`config.mk`:
```
export PLATFORM = sky130hd
export DESIGN_NAME = agc_rupt_scheduler_flat
export DESIGN_NICKNAME = d
export VERILOG_FILES = /design/src/rtl/agc_rupt_scheduler_if.sv /design/src/rtl/agc_rupt_scheduler.sv /design/src/flat_wrapper.sv
export SDC_FILE = /design/constraint.sdc
export NUM_CORES = 1
export LEC_CHECK = 0
export CAP_MARGIN = 0
export CORE_ASPECT_RATIO = 0.9
export CORE_MARGIN = 1
export CORE_UTILIZATION = 41
export DETAILED_ROUTE_END_ITERATION = 10
export PLACE_DENSITY = 0.86
export SYNTH_ARGS = -nofsm -noshare
export SYNTH_HDL_FRONTEND = slang
export SYNTH_SLANG_ARGS = --single-unit
```
`constraint.sdc`:
```
create_clock -name CLOCK -period 2.56 [get_ports CLOCK]
set_clock_uncertainty 0.2 [all_clocks]
set_input_delay 0.64 -clock CLOCK [delete_from_list [all_inputs] [get_ports CLOCK]]
set_output_delay 0.64 -clock CLOCK [all_outputs]
set_load 0.03 [all_outputs]
```
`src/rtl/agc_rupt_scheduler_if.sv`:
```
// Interrupt scheduler bus: request/inhibit inputs from the sequencer and
// the RUPT force, vector and acknowledge outputs back to it.
// The master side is the sequencer, the slave side is agc_rupt_scheduler.
interface agc_rupt_scheduler_if #(
  parameter int NSRC = 10
);
  logic [NSRC-1:0] RUPTREQ;
  logic            NISQ;
  logic            INHINT;
  logic            EXT;
  logic            OVNHRP;
  logic            RSM3;
  logic            RPTFRC;
  logic            IIP;
  logic [11:0]     RUPTADR;
  logic [NSRC-1:0] KRPT;
  logic [NSRC-1:0] PEND;
  logic            RPTLOCK;

  modport master (
    output RUPTREQ, NISQ, INHINT, EXT, OVNHRP, RSM3,
    input  RPTFRC, IIP, RUPTADR, KRPT, PEND, RPTLOCK
  );

  modport slave (
    input  RUPTREQ, NISQ, INHINT, EXT, OVNHRP, RSM3,
    output RPTFRC, IIP, RUPTADR, KRPT, PEND, RPTLOCK
  );
endinterface

```
`src/rtl/agc_rupt_scheduler.sv`:
```
// RUPT priority scheduler: latches interrupt requests, arms a forced RUPT
// sequence when nothing inhibits it, services the lowest pending index at
// the next instruction boundary and holds interrupt-in-progress until RESUME.
// Optional rupt-lock alarm is built only when RUPT_LOCK_EN is defined;
// otherwise RPTLOCK is tied low.
module agc_rupt_scheduler #(
  parameter int          NSRC       = 10,
  parameter logic [11:0] VEC_BASE   = 12'o4000,
  parameter logic [15:0] LOCK_LIMIT = 16'd4096
) (
  input  logic                 CLOCK,
  input  logic                 rst,
  input  logic                 GOJAM,
  agc_rupt_scheduler_if.slave  bus
);
  localparam int SEL_W = (NSRC > 1) ? $clog2(NSRC) : 1;

  typedef enum logic [1:0] {
    IDLE,
    ARMED,
    INRUPT
  } state_t;

  state_t           state;
  state_t           state_next;
  logic [NSRC-1:0]  pend;
  logic [NSRC-1:0]  pend_next;
  logic [NSRC-1:0]  grant;
  logic [NSRC-1:0]  krpt;
  logic [11:0]      rupt_adr;
  logic [11:0]      rupt_adr_next;
  logic [SEL_W-1:0] sel;
  logic             elig;
  logic             restart;

  // GOJAM is a hardware restart and behaves exactly like rst.
  assign restart = rst | GOJAM;

  // A RUPT may only be armed outside an interrupt with nothing inhibiting it.
  assign elig = (pend != '0) & ~bus.INHINT & ~bus.EXT & ~bus.OVNHRP & (state != INRUPT);

  // Lowest set pending index wins; scanning downward leaves the lowest one last.
  always_comb begin
    sel = '0;
    for (int i = NSRC - 1; i >= 0; i--) begin
      if (pend[i]) sel = SEL_W'(i);
    end
  end

  // Next-state logic; a request landing on the bit being cleared keeps it set.
  always_comb begin
    state_next    = state;
    grant         = '0;
    rupt_adr_next = rupt_adr;
    unique case (state)
      IDLE: begin
        if (elig) state_next = ARMED;
      end
      ARMED: begin
        if (!elig) begin
          state_next = IDLE;
        end else if (bus.NISQ) begin
          state_next    = INRUPT;
          grant         = {{(NSRC-1){1'b0}}, 1'b1} << sel;
          rupt_adr_next = VEC_BASE + ((12'(sel) + 12'd1) << 2);
        end
      end
      INRUPT: begin
        if (bus.RSM3) state_next = IDLE;
      end
      default: state_next = IDLE;
    endcase
    pend_next = (pend & ~grant) | bus.RUPTREQ;
  end

  // State, pending latch, vector and one-cycle acknowledge registers.
  always_ff @(posedge CLOCK) begin
    if (restart) begin
      state    <= IDLE;
      pend     <= '0;
      krpt     <= '0;
      rupt_adr <= '0;
    end else begin
      state    <= state_next;
      pend     <= pend_next;
      krpt     <= grant;
      rupt_adr <= rupt_adr_next;
    end
  end

  assign bus.RPTFRC  = (state == ARMED);
  assign bus.IIP     = (state == INRUPT);
  assign bus.RUPTADR = rupt_adr;
  assign bus.KRPT    = krpt;
  assign bus.PEND    = pend;

`ifdef RUPT_LOCK_EN
  logic [15:0] lock_cnt;
  logic [15:0] lock_cnt_next;
  logic        rpt_lock;

  // Count instruction boundaries spent inside an interrupt, saturating at all-ones.
  always_comb begin
    lock_cnt_next = '0;
    if (state == INRUPT) begin
      lock_cnt_next = lock_cnt;
      if (bus.NISQ && (lock_cnt != 16'hFFFF)) lock_cnt_next = lock_cnt + 16'd1;
    end
  end

  // Alarm sets as the count reaches the limit and stays set until restart.
  always_ff @(posedge CLOCK) begin
    if (restart) begin
      lock_cnt <= '0;
      rpt_lock <= 1'b0;
    end else begin
      lock_cnt <= lock_cnt_next;
      rpt_lock <= rpt_lock | (lock_cnt_next >= LOCK_LIMIT);
    end
  end

  assign bus.RPTLOCK = rpt_lock;
`else
  logic [15:0] unused_lock_limit;
  assign unused_lock_limit = LOCK_LIMIT;
  assign bus.RPTLOCK = 1'b0;
`endif

endmodule

```
`src/flat_wrapper.sv`:
```
// flat-port wrapper written by rule: the top's interface ports become plain ports
module agc_rupt_scheduler_flat 
#(
  parameter int          NSRC       = 10,
  parameter logic [11:0] VEC_BASE   = 12'o4000,
  parameter logic [15:0] LOCK_LIMIT = 16'd4096
)
  (CLOCK, rst, GOJAM, bus_RUPTREQ, bus_NISQ, bus_INHINT, bus_EXT, bus_OVNHRP, bus_RSM3, bus_RPTFRC, bus_IIP, bus_RUPTADR, bus_KRPT, bus_PEND, bus_RPTLOCK);
  agc_rupt_scheduler_if #(.NSRC(NSRC)) bus_i ();
  input  logic CLOCK;
  input  logic rst;
  input  logic GOJAM;
  input wire logic [$bits(bus_i.RUPTREQ)-1:0] bus_RUPTREQ;
  input wire logic [$bits(bus_i.NISQ)-1:0] bus_NISQ;
  input wire logic [$bits(bus_i.INHINT)-1:0] bus_INHINT;
  input wire logic [$bits(bus_i.EXT)-1:0] bus_EXT;
  input wire logic [$bits(bus_i.OVNHRP)-1:0] bus_OVNHRP;
  input wire logic [$bits(bus_i.RSM3)-1:0] bus_RSM3;
  output wire logic [$bits(bus_i.RPTFRC)-1:0] bus_RPTFRC;
  output wire logic [$bits(bus_i.IIP)-1:0] bus_IIP;
  output wire logic [$bits(bus_i.RUPTADR)-1:0] bus_RUPTADR;
  output wire logic [$bits(bus_i.KRPT)-1:0] bus_KRPT;
  output wire logic [$bits(bus_i.PEND)-1:0] bus_PEND;
  output wire logic [$bits(bus_i.RPTLOCK)-1:0] bus_RPTLOCK;
  assign bus_i.RUPTREQ = bus_RUPTREQ;
  assign bus_i.NISQ = bus_NISQ;
  assign bus_i.INHINT = bus_INHINT;
  assign bus_i.EXT = bus_EXT;
  assign bus_i.OVNHRP = bus_OVNHRP;
  assign bus_i.RSM3 = bus_RSM3;
  assign bus_RPTFRC = bus_i.RPTFRC;
  assign bus_IIP = bus_i.IIP;
  assign bus_RUPTADR = bus_i.RUPTADR;
  assign bus_KRPT = bus_i.KRPT;
  assign bus_PEND = bus_i.PEND;
  assign bus_RPTLOCK = bus_i.RPTLOCK;
  agc_rupt_scheduler #(.NSRC(NSRC), .VEC_BASE(VEC_BASE), .LOCK_LIMIT(LOCK_LIMIT)) u_core (.CLOCK(CLOCK), .rst(rst), .GOJAM(GOJAM), .bus(bus_i));
endmodule
```
; ---- After elaboration in Yosys (flattened, before gate mapping)
; Cells that the tools add are included.
[word_totals]
regBits = 34
in_bits = 18
out_inout_bits = 35
wordCells = 46
[op_classes]
n_addsub = 2
n_eq_ne = 6
shift = 1
n_mux = 18
bitwise_logic = 11
n_reduce_logical = 4
[op_table]
columns = cell, n
row1 = 4-bit two-way mux, 10
row2 = 10-bit two-way mux, 3
row3 = "12-bit adder, first input constant", 1
row4 = 10-bit bitwise AND, 1
row5 = 10-bit NOT, 1
row6 = 10-bit bitwise OR, 1
row7 = 10-bit nonzero test, 1
row8 = "1-bit by 4-bit << shifter with 10-bit output, first input constant", 1
row9 = 2-bit two-way mux, 4
row10 = 2-bit case mux with 3 select lines, 1
row11 = 3-bit AND reduction, 2
row12 = "4-bit by 1-bit adder with 5-bit output, second input constant", 1
row13 = 1-bit bitwise AND, 4
row14 = "2-bit != test, second input constant", 2
row15 = "3-bit != test, second input constant", 1
row16 = 1-bit NOT, 3
row17 = "2-bit by 1-bit equality test with 1-bit output, second input constant", 1
row18 = "2-bit equality test, second input constant", 1
row19 = 2-bit logical NOT, 1
row20 = "2-bit by 1-bit != test with 1-bit output, second input constant", 1
row21 = 1-bit bitwise OR, 1

; ---- Logic depth before layout (Yosys ltp)
; Gate-level depths: netlist (run 1).
[logic_depth]
depth_word = 17
depth_mapped = 7
ltp_nobuf = 7

; ---- Least setup slack after synthesis (run 1)
; Ideal clock, no wire load.
[synth_path]
path_type = reg-to-reg
start = register u_core.pend[5] (netlist: u_core.bus.PEND[5])
end = register u_core.pend[7] (netlist: u_core.bus.PEND[7])
setup_ps = 115
arrival_time_ps = 2056
t_required_ps = 2245
path_slack_ps = 190
stages_incl_launch_ff = 8
n_path_buf = 0
synth_period_minus_slack_ps = 2370
path_cell_list = dfxtp_1 inv_1 a221o_1 a221oi_1 ha_1 ha_1 a21boi_0 o21a_1
[synth_via]
elab_chain_cells = 13
word_cells_on_any_way = 18
classes_between = shift: 1 / mux: 9 / bitwise: 7 / reduce/logical: 1
[synth_lines]
columns = element, line_no
row1 = start: declaration, agc_rupt_scheduler.sv:26  ; logic [NSRC-1:0] pend;
row2 = start signal: assignment, agc_rupt_scheduler.sv:85  ; pend <= pend_next;
row3 = 4-bit two-way mux (6 in series), agc_rupt_scheduler.sv:46  ; if (pend[i]) sel = SEL_W'(i);
row4 = 1-bit by 4-bit << shifter with 10-bit output, agc_rupt_scheduler.sv:64  ; grant = {{(NSRC-1){1'b0}}, 1'b1} << sel;
row5 = 10-bit two-way mux, agc_rupt_scheduler.sv:62  ; end else if (bus.NISQ) begin
row6 = 10-bit two-way mux (*), agc_rupt_scheduler.sv:60  ; if (!elig) begin
row7 = 10-bit two-way mux (*), agc_rupt_scheduler.sv:55  ; unique case (state)
row8 = 10-bit NOT (*), agc_rupt_scheduler.sv:73  ; pend_next = (pend & ~grant) | bus.RUPTREQ;
row9 = 10-bit bitwise AND (*), agc_rupt_scheduler.sv:73
row10 = 10-bit bitwise OR (*), agc_rupt_scheduler.sv:73
; Mark *: on every way between the ends. The rest lies on a longest branch, timed or not.
; A chain may end at the register's enable or synchronous reset.

; ---- Worst setup path after layout (run 1)
[layout_path]
start = register u_core.state[1]
end = output port bus_IIP
[layout_via]
elab_chain_cells = 1
[layout_lines]
columns = element, line_no
row1 = start: declaration, agc_rupt_scheduler.sv:24  ; state_t state;
row2 = start signal: assignment, agc_rupt_scheduler.sv:84  ; state <= state_next;
row3 = 2-bit equality test, agc_rupt_scheduler.sv:92  ; assign bus.IIP = (state == INRUPT);
row4 = end: declaration, flat_wrapper.sv:20  ; output wire logic [$bits(bus_i.IIP)-1:0] bus_IIP;
; No other way between the ends.

==> flow_summary.html, run 1 <==
<table>
<tr><th>Metric</th><th>Value</th></tr>
<tr><th colspan="2">GRT</th></tr>
<tr><td>Pin count of the biggest net entering global routing</td><td>15</td></tr>
<tr><td>Total overflow reported by the global router</td><td>0</td></tr>
<tr><td>Global-route wire length before repair</td><td>4526 µm</td></tr>
<tr><td>Global router's overall resource usage</td><td>about a fifth</td></tr>
<tr><td>Vias in the first global route</td><td>between 900 and 1000</td></tr>
<tr><td>Number of antenna violations at the first check in global routing</td><td>0</td></tr>
<tr><th colspan="2">Die</th></tr>
<tr><td>Die outline height</td><td>approximately 54 µm</td></tr>
<tr><td>Boundary pin count</td><td>53</td></tr>
<tr><td>Total Die Area</td><td>between 3000 and 4000 µm²</td></tr>
<tr><td>Initial core utilization</td><td>approximately 44%</td></tr>
<tr><td>Core area</td><td>roughly 2800 µm²</td></tr>
<tr><td>Chip Width</td><td>around 60 µm</td></tr>
<tr><td>Number of placement rows</td><td>18</td></tr>
<tr><th colspan="2">Placement</th></tr>
<tr><td>Placed wire-length estimate after detailed placement</td><td>2258 µm</td></tr>
<tr><td>Placed instance area</td><td>roughly 1700 µm²</td></tr>
<tr><td>Count of port buffers added during placement</td><td>between 40 and 50</td></tr>
<tr><td>Placed cell count</td><td>214</td></tr>
<tr><td>Worst slack at placement</td><td>around 67 ps</td></tr>
<tr><td>Weighted congestion at the end of routability-driven global placement</td><td>0.8950</td></tr>
<tr><th colspan="2">Detailed routing</th></tr>
<tr><td>Iteration count of the initial detailed-routing pass</td><td>4</td></tr>
<tr><td>Post-detailed-route DRC marker count</td><td>0</td></tr>
<tr><td>Vias per inst</td><td>roughly 5.2</td></tr>
<tr><td>Total number of vias</td><td>between 1000 and 1500</td></tr>
<tr><td>Iteration-0 DRC count of the detailed router</td><td>14</td></tr>
<tr><td>Detailed-route wire length per cell</td><td>13.77 µm</td></tr>
<tr><td>Post-detailed-route count of antenna-violating nets</td><td>0</td></tr>
<tr><td>DRT Wirelength</td><td>around 3000 µm</td></tr>
<tr><th colspan="2">Clocking</th></tr>
<tr><td>Clock root cell</td><td>sky130_fd_sc_hd__clkbuf_4</td></tr>
<tr><td>H-tree depth reported by CTS</td><td>1</td></tr>
<tr><td>Clock buffer count from CTS</td><td>3</td></tr>
<tr><td>Clock tree from TritonCTS</td><td>done</td></tr>
<tr><td>Cts-stage hold buffer count</td><td>0</td></tr>
<tr><td>Clk Latency, worst-skew pair</td><td>~330 ps</td></tr>
<tr><td>Number of setup buffers added after CTS</td><td>0</td></tr>
<tr><td># clock sinks</td><td>28</td></tr>
<tr><td>Maximum number of buffers from clock root to sink</td><td>2</td></tr>
<tr><td>CTS resizes</td><td>0</td></tr>
<tr><td>Clock slew at reported path FFs</td><td>roughly 150 ps</td></tr>
<tr><th colspan="2">Final layout</th></tr>
<tr><td>Final core utilization</td><td>approximately three fifths</td></tr>
<tr><td>Antenna diode instance count</td><td>0</td></tr>
<tr><td>Top library cells by usage in the layout, fill and taps aside</td><td>45 x sky130_fd_sc_hd__clkdlybuf4s50_1, 28 x sky130_fd_sc_hd__dfxtp_1, 10 x sky130_fd_sc_hd__nor2_1, 9 x sky130_fd_sc_hd__inv_1, 9 x sky130_fd_sc_hd__o21a_1</td></tr>
<tr><td>Final instance count without filler cells</td><td>~220</td></tr>
<tr><td>Ratio of cells with drive above 1 in the final layout</td><td>between 6 and 7%</td></tr>
<tr><td>Area growth syn-to-layout</td><td>40.28%</td></tr>
<tr><td>Post-layout nets</td><td>about 200</td></tr>
<tr><td>Most frequent standard cell in the layout excluding fill and tap cells</td><td>sky130_fd_sc_hd__clkdlybuf4s50_1</td></tr>
<tr><td>Area of all placed cells without fillers</td><td>~1700 µm²</td></tr>
<tr><th colspan="2">Worst setup path</th></tr>
<tr><td>Worst Path Max Fanout</td><td>3</td></tr>
<tr><td>Required time reported for the critical path endpoint</td><td>1720 ps</td></tr>
<tr><td>Worst endpoint data arrival time</td><td>around 1600 ps</td></tr>
<tr><td>Slowest stage delay, CP</td><td>between 600 and 700 ps</td></tr>
<tr><td>Worst Setup Path Type</td><td>reg2out</td></tr>
<tr><td>Critical Path End Type</td><td>output port</td></tr>
<tr><td>Slowest stage cell, crit path</td><td>sky130_fd_sc_hd__clkdlybuf4s50_1</td></tr>
<tr><td>Crit path cell chain</td><td>nor2b_1 -&gt; clkdlybuf4s50_1</td></tr>
<tr><td>Buffering stage count on the worst path with inverters included</td><td>1</td></tr>
<tr><td>Top delay family on crit path</td><td>buffers and inverters</td></tr>
<tr><td>Type of element launching the critical path</td><td>register</td></tr>
<tr><th colspan="2">Power</th></tr>
<tr><td>Static power due to leakage</td><td>between 0.6 and 0.7 nW</td></tr>
<tr><td>Worst-case vdd ir drop</td><td>201.2 µV</td></tr>
<tr><td>Power density over the cells</td><td>approximately 460 nW/µm²</td></tr>
<tr><td>Total internal power</td><td>approximately 570 µW</td></tr>
<tr><td>Share of total power in sequential cells</td><td>~57%</td></tr>
<tr><td>Part of the power in combinational logic</td><td>roughly a fifth</td></tr>
<tr><td>Proportion of total power due to net switching</td><td>approximately 29%</td></tr>
<tr><td>Total design power</td><td>801.3 µW</td></tr>
<tr><td>Psw</td><td>approximately 230 µW</td></tr>
<tr><td>Clock power frac</td><td>22.3%</td></tr>
<tr><th colspan="2">Min path</th></tr>
<tr><td>Kind of path behind the tightest hold check</td><td>reg2reg</td></tr>
<tr><th colspan="2">Logic synthesis</th></tr>
<tr><td>Syn Inst Count</td><td>between 100 and 150</td></tr>
<tr><td>Number of distinct library cell variants in the gate-level netlist after synthesis</td><td>33</td></tr>
<tr><td>Share of the yosys chip area belonging to registers</td><td>between 40% and 50%</td></tr>
<tr><td>Cell area after synthesis</td><td>~1200 µm²</td></tr>
<tr><td>Synthesized area divided by synthesized cell count</td><td>9.389 µm²</td></tr>
<tr><td>Yosys warnings</td><td>0</td></tr>
<tr><td>FF+latch count, synth</td><td>28</td></tr>
<tr><th colspan="2">Flow run</th></tr>
<tr><td>Max Cap Viol</td><td>0</td></tr>
<tr><th colspan="2">STA</th></tr>
<tr><td>Worst max-slew margin expressed relative to the limit</td><td>67.08%</td></tr>
<tr><td>Endpoints failing setup</td><td>0</td></tr>
<tr><td>Setup slack of the critical path after layout</td><td>approximately 120 ps</td></tr>
<tr><td>Maximum achievable frequency</td><td>roughly 410 MHz</td></tr>
<tr><td>Unrepaired setup endpoints after global routing</td><td>false</td></tr>
<tr><td>Tightest hold margin</td><td>between 200 and 300 ps</td></tr>
<tr><td>Slew Limit Fails</td><td>0</td></tr>
<tr><td>Minimum clock period</td><td>between 2000 and 2500 ps</td></tr>
<tr><td>Final-layout setup total negative slack</td><td>0 ps</td></tr>
<tr><td>Final hold violation count</td><td>0</td></tr>
<tr><td>Period utilization</td><td>95.23%</td></tr>
<tr><td>Least-Margin Pin Slew</td><td>489.7 ps</td></tr>
<tr><th colspan="2">Status</th></tr>
<tr><td>Status</td><td>complete, no violations</td></tr>
</table>
state kept, by name, indices dropped and copies added (netlist names):
signal              cells
u_core.bus.KRPT        10
u_core.bus.PEND        10
u_core.bus.RUPTADR      6
u_core.state            2
synth_stat cells:
library cell,n,share of area [%]
sky130_fd_sc_hd__dfxtp_1,28,46
sky130_fd_sc_hd__nor2_1,10,3.1
sky130_fd_sc_hd__inv_1,9,2.7
sky130_fd_sc_hd__o21a_1,9,5.5
sky130_fd_sc_hd__and2_1,7,3.6
sky130_fd_sc_hd__buf_4,7,4.3
sky130_fd_sc_hd__ha_1,6,6.1
sky130_fd_sc_hd__a21oi_1,5,2.0
sky130_fd_sc_hd__a31oi_1,5,2.5
sky130_fd_sc_hd__a21boi_0,4,2.4
sky130_fd_sc_hd__and3_1,4,2.0
sky130_fd_sc_hd__nand3_1,4,1.6
sky130_fd_sc_hd__nand2_1,3,0.92
sky130_fd_sc_hd__nor3_1,3,1.2
sky130_fd_sc_hd__nor4_2,3,3.1
sky130_fd_sc_hd__o21ai_0,3,1.2
sky130_fd_sc_hd__a211oi_1,2,1.2
sky130_fd_sc_hd__nand2b_1,2,1.0
sky130_fd_sc_hd__nor2b_1,2,1.0
sky130_fd_sc_hd__nor4_1,2,1.0
sky130_fd_sc_hd__a221o_1,1,0.81
sky130_fd_sc_hd__a221oi_1,1,0.71
sky130_fd_sc_hd__and2b_1,1,0.61
sky130_fd_sc_hd__and4_1,1,0.71
sky130_fd_sc_hd__buf_1,1,0.30
sky130_fd_sc_hd__buf_2,1,0.41
sky130_fd_sc_hd__clkbuf_1,1,0.30
sky130_fd_sc_hd__conb_1,1,0.30
sky130_fd_sc_hd__o221a_2,1,0.92
sky130_fd_sc_hd__o31a_1,1,0.71
sky130_fd_sc_hd__or2_2,1,0.51
sky130_fd_sc_hd__or4_1,1,0.61
sky130_fd_sc_hd__or4_4,1,0.92
metal layers:
layer	track usage, %	vias up	part of all wire [%]	wire, µm
li1	-	537	-	-
met1	24.09	519	43	1293
met2	30.00	57	48	1438
met3	4.567	7	6.4	192
met4	10.47	0	2.1	63
met5	0	-	0	0
worst register-to-register path: stages (launching register included):
cell and delay (ps):
sky130_fd_sc_hd__dfxtp_1 460, sky130_fd_sc_hd__inv_1 100, sky130_fd_sc_hd__a221o_1 340, sky130_fd_sc_hd__a221oi_1 260, sky130_fd_sc_hd__buf_4 190, sky130_fd_sc_hd__ha_1 300, sky130_fd_sc_hd__a31oi_1 130, sky130_fd_sc_hd__o21a_1 190
power by group through the flow:
stage	Clock, mW	Combinational, mW	Sequential (mW)
after floorplan	0	0.0877	0.478
after global placement	0	0.158	0.464
after detailed placement	0	0.164	0.465
after CTS	0.178	0.165	0.456
after global routing	0.196	0.177	0.458
final	0.179	0.166	0.456
path summary, 6_finish.rpt:
check / from / to / slack, ps / cells past startpoint
max: u_core.state[1] / bus_IIP / 120 / 2
min: u_core.bus.RUPTADR[11] / u_core.bus.RUPTADR[11] / 300 / 1
max reg2reg: u_core.bus.PEND[5] / u_core.bus.PEND[5] / 300 / 7
min reg2reg: u_core.bus.RUPTADR[11] / u_core.bus.RUPTADR[11] / 300 / 1
logic make-up after synthesis:
| kind of cell | after synthesis | synth area share [%] |
|---|---|---|
| DFF | 28 | 45.57 |
| adders and majority gates | 6 | 6.104 |
| other | 1 | 0.3049 |
| buffers and inverters | 19 | 8.035 |
| AOI/OAI and AO/OA | 32 | 18.11 |
| and+or+nand+nor | 45 | 21.87 |
cell type report:
cell class                 instances  area, µm²
tap                               40      50.05
multi-input combinational         90      593.1
clock buffer                       3      22.52
timing repair buffer              47      465.4
fill                             255       1067
sequential                        28      560.5
inverter                           9      33.78
No activity file was read; power rests on OpenSTA's default activity.
==> inputs of run 2 (changes only) <==
HOLD_SLACK_MARGIN = 0.02   (was not set)
==> results of run 2 <==
Same layout as run 1: the final DEF is identical, and so are final timing and power.
==> inputs of run 3 (changes only) <==
CORE_UTILIZATION = 44   (was 41)
HOLD_SLACK_MARGIN = 0.03   (was 0.02)
PLACE_DENSITY = 0.91   (was 0.86)
REMOVE_ABC_BUFFERS = 1   (was not set)
clock period = 3 ns   (was 2.56 ns; I/O delays follow)
==> flow_summary.html, run 3 (synthesis results as in run 1) <==
<table>
<tr><th>Metric</th><th>Value</th></tr>
<tr><th colspan="2">GRT</th></tr>
<tr><td>Total overflow reported by the global router</td><td>0</td></tr>
<tr><td>Met3 usage</td><td>around 4.5%</td></tr>
<tr><td>Pin count of the biggest net entering global routing</td><td>18</td></tr>
<tr><td>Met1 usage</td><td>23.78%</td></tr>
<tr><td>Global router's overall resource usage</td><td>19.36%</td></tr>
<tr><td>Met2 routing resource usage after global routing</td><td>33.91%</td></tr>
<tr><td>Number of antenna violations at the first check in global routing</td><td>0</td></tr>
<tr><td>Most used routing layer</td><td>met2</td></tr>
<tr><td>Global-route wire length before repair</td><td>between 4000 and 5000 µm</td></tr>
<tr><td>Vias in the first global route</td><td>slightly below 1000</td></tr>
<tr><th colspan="2">Final layout</th></tr>
<tr><td>Post-layout nets</td><td>202</td></tr>
<tr><td>Area of combinational cells with multiple inputs</td><td>about 590 µm²</td></tr>
<tr><td>Antenna diode instance count</td><td>0</td></tr>
<tr><td>Area of all placed cells without fillers</td><td>roughly 1700 µm²</td></tr>
<tr><td>Sequential Area</td><td>roughly 560 µm²</td></tr>
<tr><td>Final core utilization</td><td>approximately two thirds</td></tr>
<tr><td>Count of fill cells added during filler insertion</td><td>around 210</td></tr>
<tr><td>Ratio of cells with drive above 1 in the final layout</td><td>about 6.2%</td></tr>
<tr><td>Top library cells by usage in the layout, fill and taps aside</td><td>45 x sky130_fd_sc_hd__clkdlybuf4s50_1, 28 x sky130_fd_sc_hd__dfxtp_1, 10 x sky130_fd_sc_hd__nor2_1, 9 x sky130_fd_sc_hd__inv_1, 9 x sky130_fd_sc_hd__o21a_1</td></tr>
<tr><td>Most frequent standard cell in the layout excluding fill and tap cells</td><td>sky130_fd_sc_hd__clkdlybuf4s50_1</td></tr>
<tr><td>Area growth syn-to-layout</td><td>39.57%</td></tr>
<tr><td>Final instance count without filler cells</td><td>between 200 and 250</td></tr>
<tr><th colspan="2">Placement</th></tr>
<tr><td>Placed cell count</td><td>201</td></tr>
<tr><td>Count of port buffers added during placement</td><td>45</td></tr>
<tr><td>Placed wire-length estimate after detailed placement</td><td>around 2200 µm</td></tr>
<tr><td>Weighted congestion at the end of routability-driven global placement</td><td>approximately 0.89</td></tr>
<tr><td>Placed instance area</td><td>around 1700 µm²</td></tr>
<tr><th colspan="2">Detailed routing</th></tr>
<tr><td>Post-detailed-route DRC marker count</td><td>4</td></tr>
<tr><td>Detailed-route wire length per cell</td><td>13.56 µm</td></tr>
<tr><td>Total number of vias</td><td>~1100</td></tr>
<tr><td>DRT Wirelength</td><td>between 2000 and 3000 µm</td></tr>
<tr><td>Vias per inst</td><td>5.410</td></tr>
<tr><td>Iteration count of the initial detailed-routing pass</td><td>7</td></tr>
<tr><td>Iteration-0 DRC count of the detailed router</td><td>41</td></tr>
<tr><td>Post-detailed-route count of antenna-violating nets</td><td>0</td></tr>
<tr><th colspan="2">STA</th></tr>
<tr><td>Final-layout setup total negative slack</td><td>0 ps</td></tr>
<tr><td>Least-Margin Pin Slew</td><td>680.0 ps</td></tr>
<tr><td>Minimum clock period</td><td>about 2500 ps</td></tr>
<tr><td>Endpoints failing setup</td><td>0</td></tr>
<tr><td>Final hold violation count</td><td>0</td></tr>
<tr><td>Slew Limit Fails</td><td>0</td></tr>
<tr><td>Unrepaired setup endpoints after global routing</td><td>false</td></tr>
<tr><td>Maximum achievable frequency</td><td>around 390 MHz</td></tr>
<tr><td>Period utilization</td><td>between 80% and 90%</td></tr>
<tr><td>Worst max-slew margin expressed relative to the limit</td><td>a little over half</td></tr>
<tr><th colspan="2">Power</th></tr>
<tr><td>Clock power frac</td><td>about a quarter</td></tr>
<tr><td>Part of the power in combinational logic</td><td>about a fifth</td></tr>
<tr><td>Psw</td><td>about 190 µW</td></tr>
<tr><td>Total internal power</td><td>~500 µW</td></tr>
<tr><td>Share of total power in sequential cells</td><td>between 50% and 60%</td></tr>
<tr><td>Worst-case vdd ir drop</td><td>about 320 µV</td></tr>
<tr><td>Proportion of total power due to net switching</td><td>a little over a quarter</td></tr>
<tr><td>Power density over the cells</td><td>between 400 and 500 nW/µm²</td></tr>
<tr><td>Total design power</td><td>~700 µW</td></tr>
<tr><td>Static power due to leakage</td><td>roughly 0.69 nW</td></tr>
<tr><th colspan="2">Clocking</th></tr>
<tr><td>Clock tree from TritonCTS</td><td>done</td></tr>
<tr><td>Number of setup buffers added after CTS</td><td>0</td></tr>
<tr><td>Clk Latency, worst-skew pair</td><td>between 300 and 400 ps</td></tr>
<tr><td>CTS resizes</td><td>0</td></tr>
<tr><td>Clock slew at reported path FFs</td><td>roughly 140 ps</td></tr>
<tr><td>Cts-stage hold buffer count</td><td>0</td></tr>
<tr><td>Clock buffer count from CTS</td><td>3</td></tr>
<tr><td>H-tree depth reported by CTS</td><td>1</td></tr>
<tr><td>Maximum number of buffers from clock root to sink</td><td>2</td></tr>
<tr><td># clock sinks</td><td>28</td></tr>
<tr><td>Clock root cell</td><td>sky130_fd_sc_hd__clkbuf_4</td></tr>
<tr><th colspan="2">Die</th></tr>
<tr><td>Die outline height</td><td>between 50 and 60 µm</td></tr>
<tr><td>Chip Width</td><td>approximately 58 µm</td></tr>
<tr><td>Boundary pin count</td><td>53</td></tr>
<tr><td>Total Die Area</td><td>~3000 µm²</td></tr>
<tr><td>Initial core utilization</td><td>between 40% and 50%</td></tr>
<tr><td>Core area</td><td>roughly 2600 µm²</td></tr>
<tr><td>Number of placement rows</td><td>17</td></tr>
<tr><th colspan="2">Worst setup path</th></tr>
<tr><td>Worst Setup Path Type</td><td>reg2out</td></tr>
<tr><td>Flop2flop setup slack</td><td>510 ps</td></tr>
<tr><td>Worst endpoint data arrival time</td><td>roughly 1600 ps</td></tr>
<tr><td>Required time reported for the critical path endpoint</td><td>a little over 2000 ps</td></tr>
<tr><td>Critical Path End Type</td><td>output port</td></tr>
<tr><td>Worst Path Max Fanout</td><td>3</td></tr>
<tr><td>Type of element launching the critical path</td><td>register</td></tr>
<tr><th colspan="2">Flow run</th></tr>
<tr><td>Max Cap Viol</td><td>0</td></tr>
<tr><th colspan="2">Status</th></tr>
<tr><td>Status</td><td>finished, violations left</td></tr>
<tr><td>Violated checks</td><td>DRC</td></tr>
<tr><th colspan="2">Min path</th></tr>
<tr><td>Kind of path behind the tightest hold check</td><td>reg2reg</td></tr>
</table>
run 3: changes by cell type in the layout (fill, tap and decap cells not counted):
cell / change
sky130_fd_sc_hd__buf_4: -1
sky130_fd_sc_hd__clkbuf_8: +1
run 3: worst paths after layout:
check | cells past startpoint | to | start
max | 2 | bus_IIP | u_core.state[1]
min | 1 | u_core.bus.RUPTADR[11] | u_core.bus.RUPTADR[11]
max reg2reg | 7 | u_core.bus.PEND[0] | u_core.bus.PEND[5]
min reg2reg | 1 | u_core.bus.RUPTADR[11] | u_core.bus.RUPTADR[11]
run 3: final cells by class:
class	count	area share, %
inverter	9	1.968
clock buffer	4	2.114
multi-input combinational	90	34.55
sequential	28	32.65
timing repair buffer	46	26.68
tap	28	2.041
run 3: through the flow:
step	hold slack (ps)	setup slack, ps
2_1_floorplan	338.4	621.3
3_3_place_gp	252.7	425.2
3_5_place_dp	253.6	388.2
4_1_cts	286.8	453.1
5_1_grt	301.1	321.1
6_report	280.4	465.6
run 3: worst max-delay path, stage by stage, from the launching register on:
cell and delay [ps]:
sky130_fd_sc_hd__dfxtp_1 390, sky130_fd_sc_hd__nor2b_1 190, sky130_fd_sc_hd__clkdlybuf4s50_1 690
run 3: power by group through the flow:
stage	registers (mW)	clock network, mW	logic [mW]
after global routing	0.391	0.201	0.145
after global placement	0.396	0	0.130
after floorplan	0.408	0	0.0670
after CTS	0.389	0.180	0.134
final	0.389	0.177	0.134
after detailed placement	0.397	0	0.133
run 3: layer usage:
metal  up-vias  wire length, µm  share of wire (%)
met5         -                0                  0
met4         0               39                1.4
met3         4              207                7.4
met2        53             1345                 48
met1       508             1188                 43
li1        544                -                  -
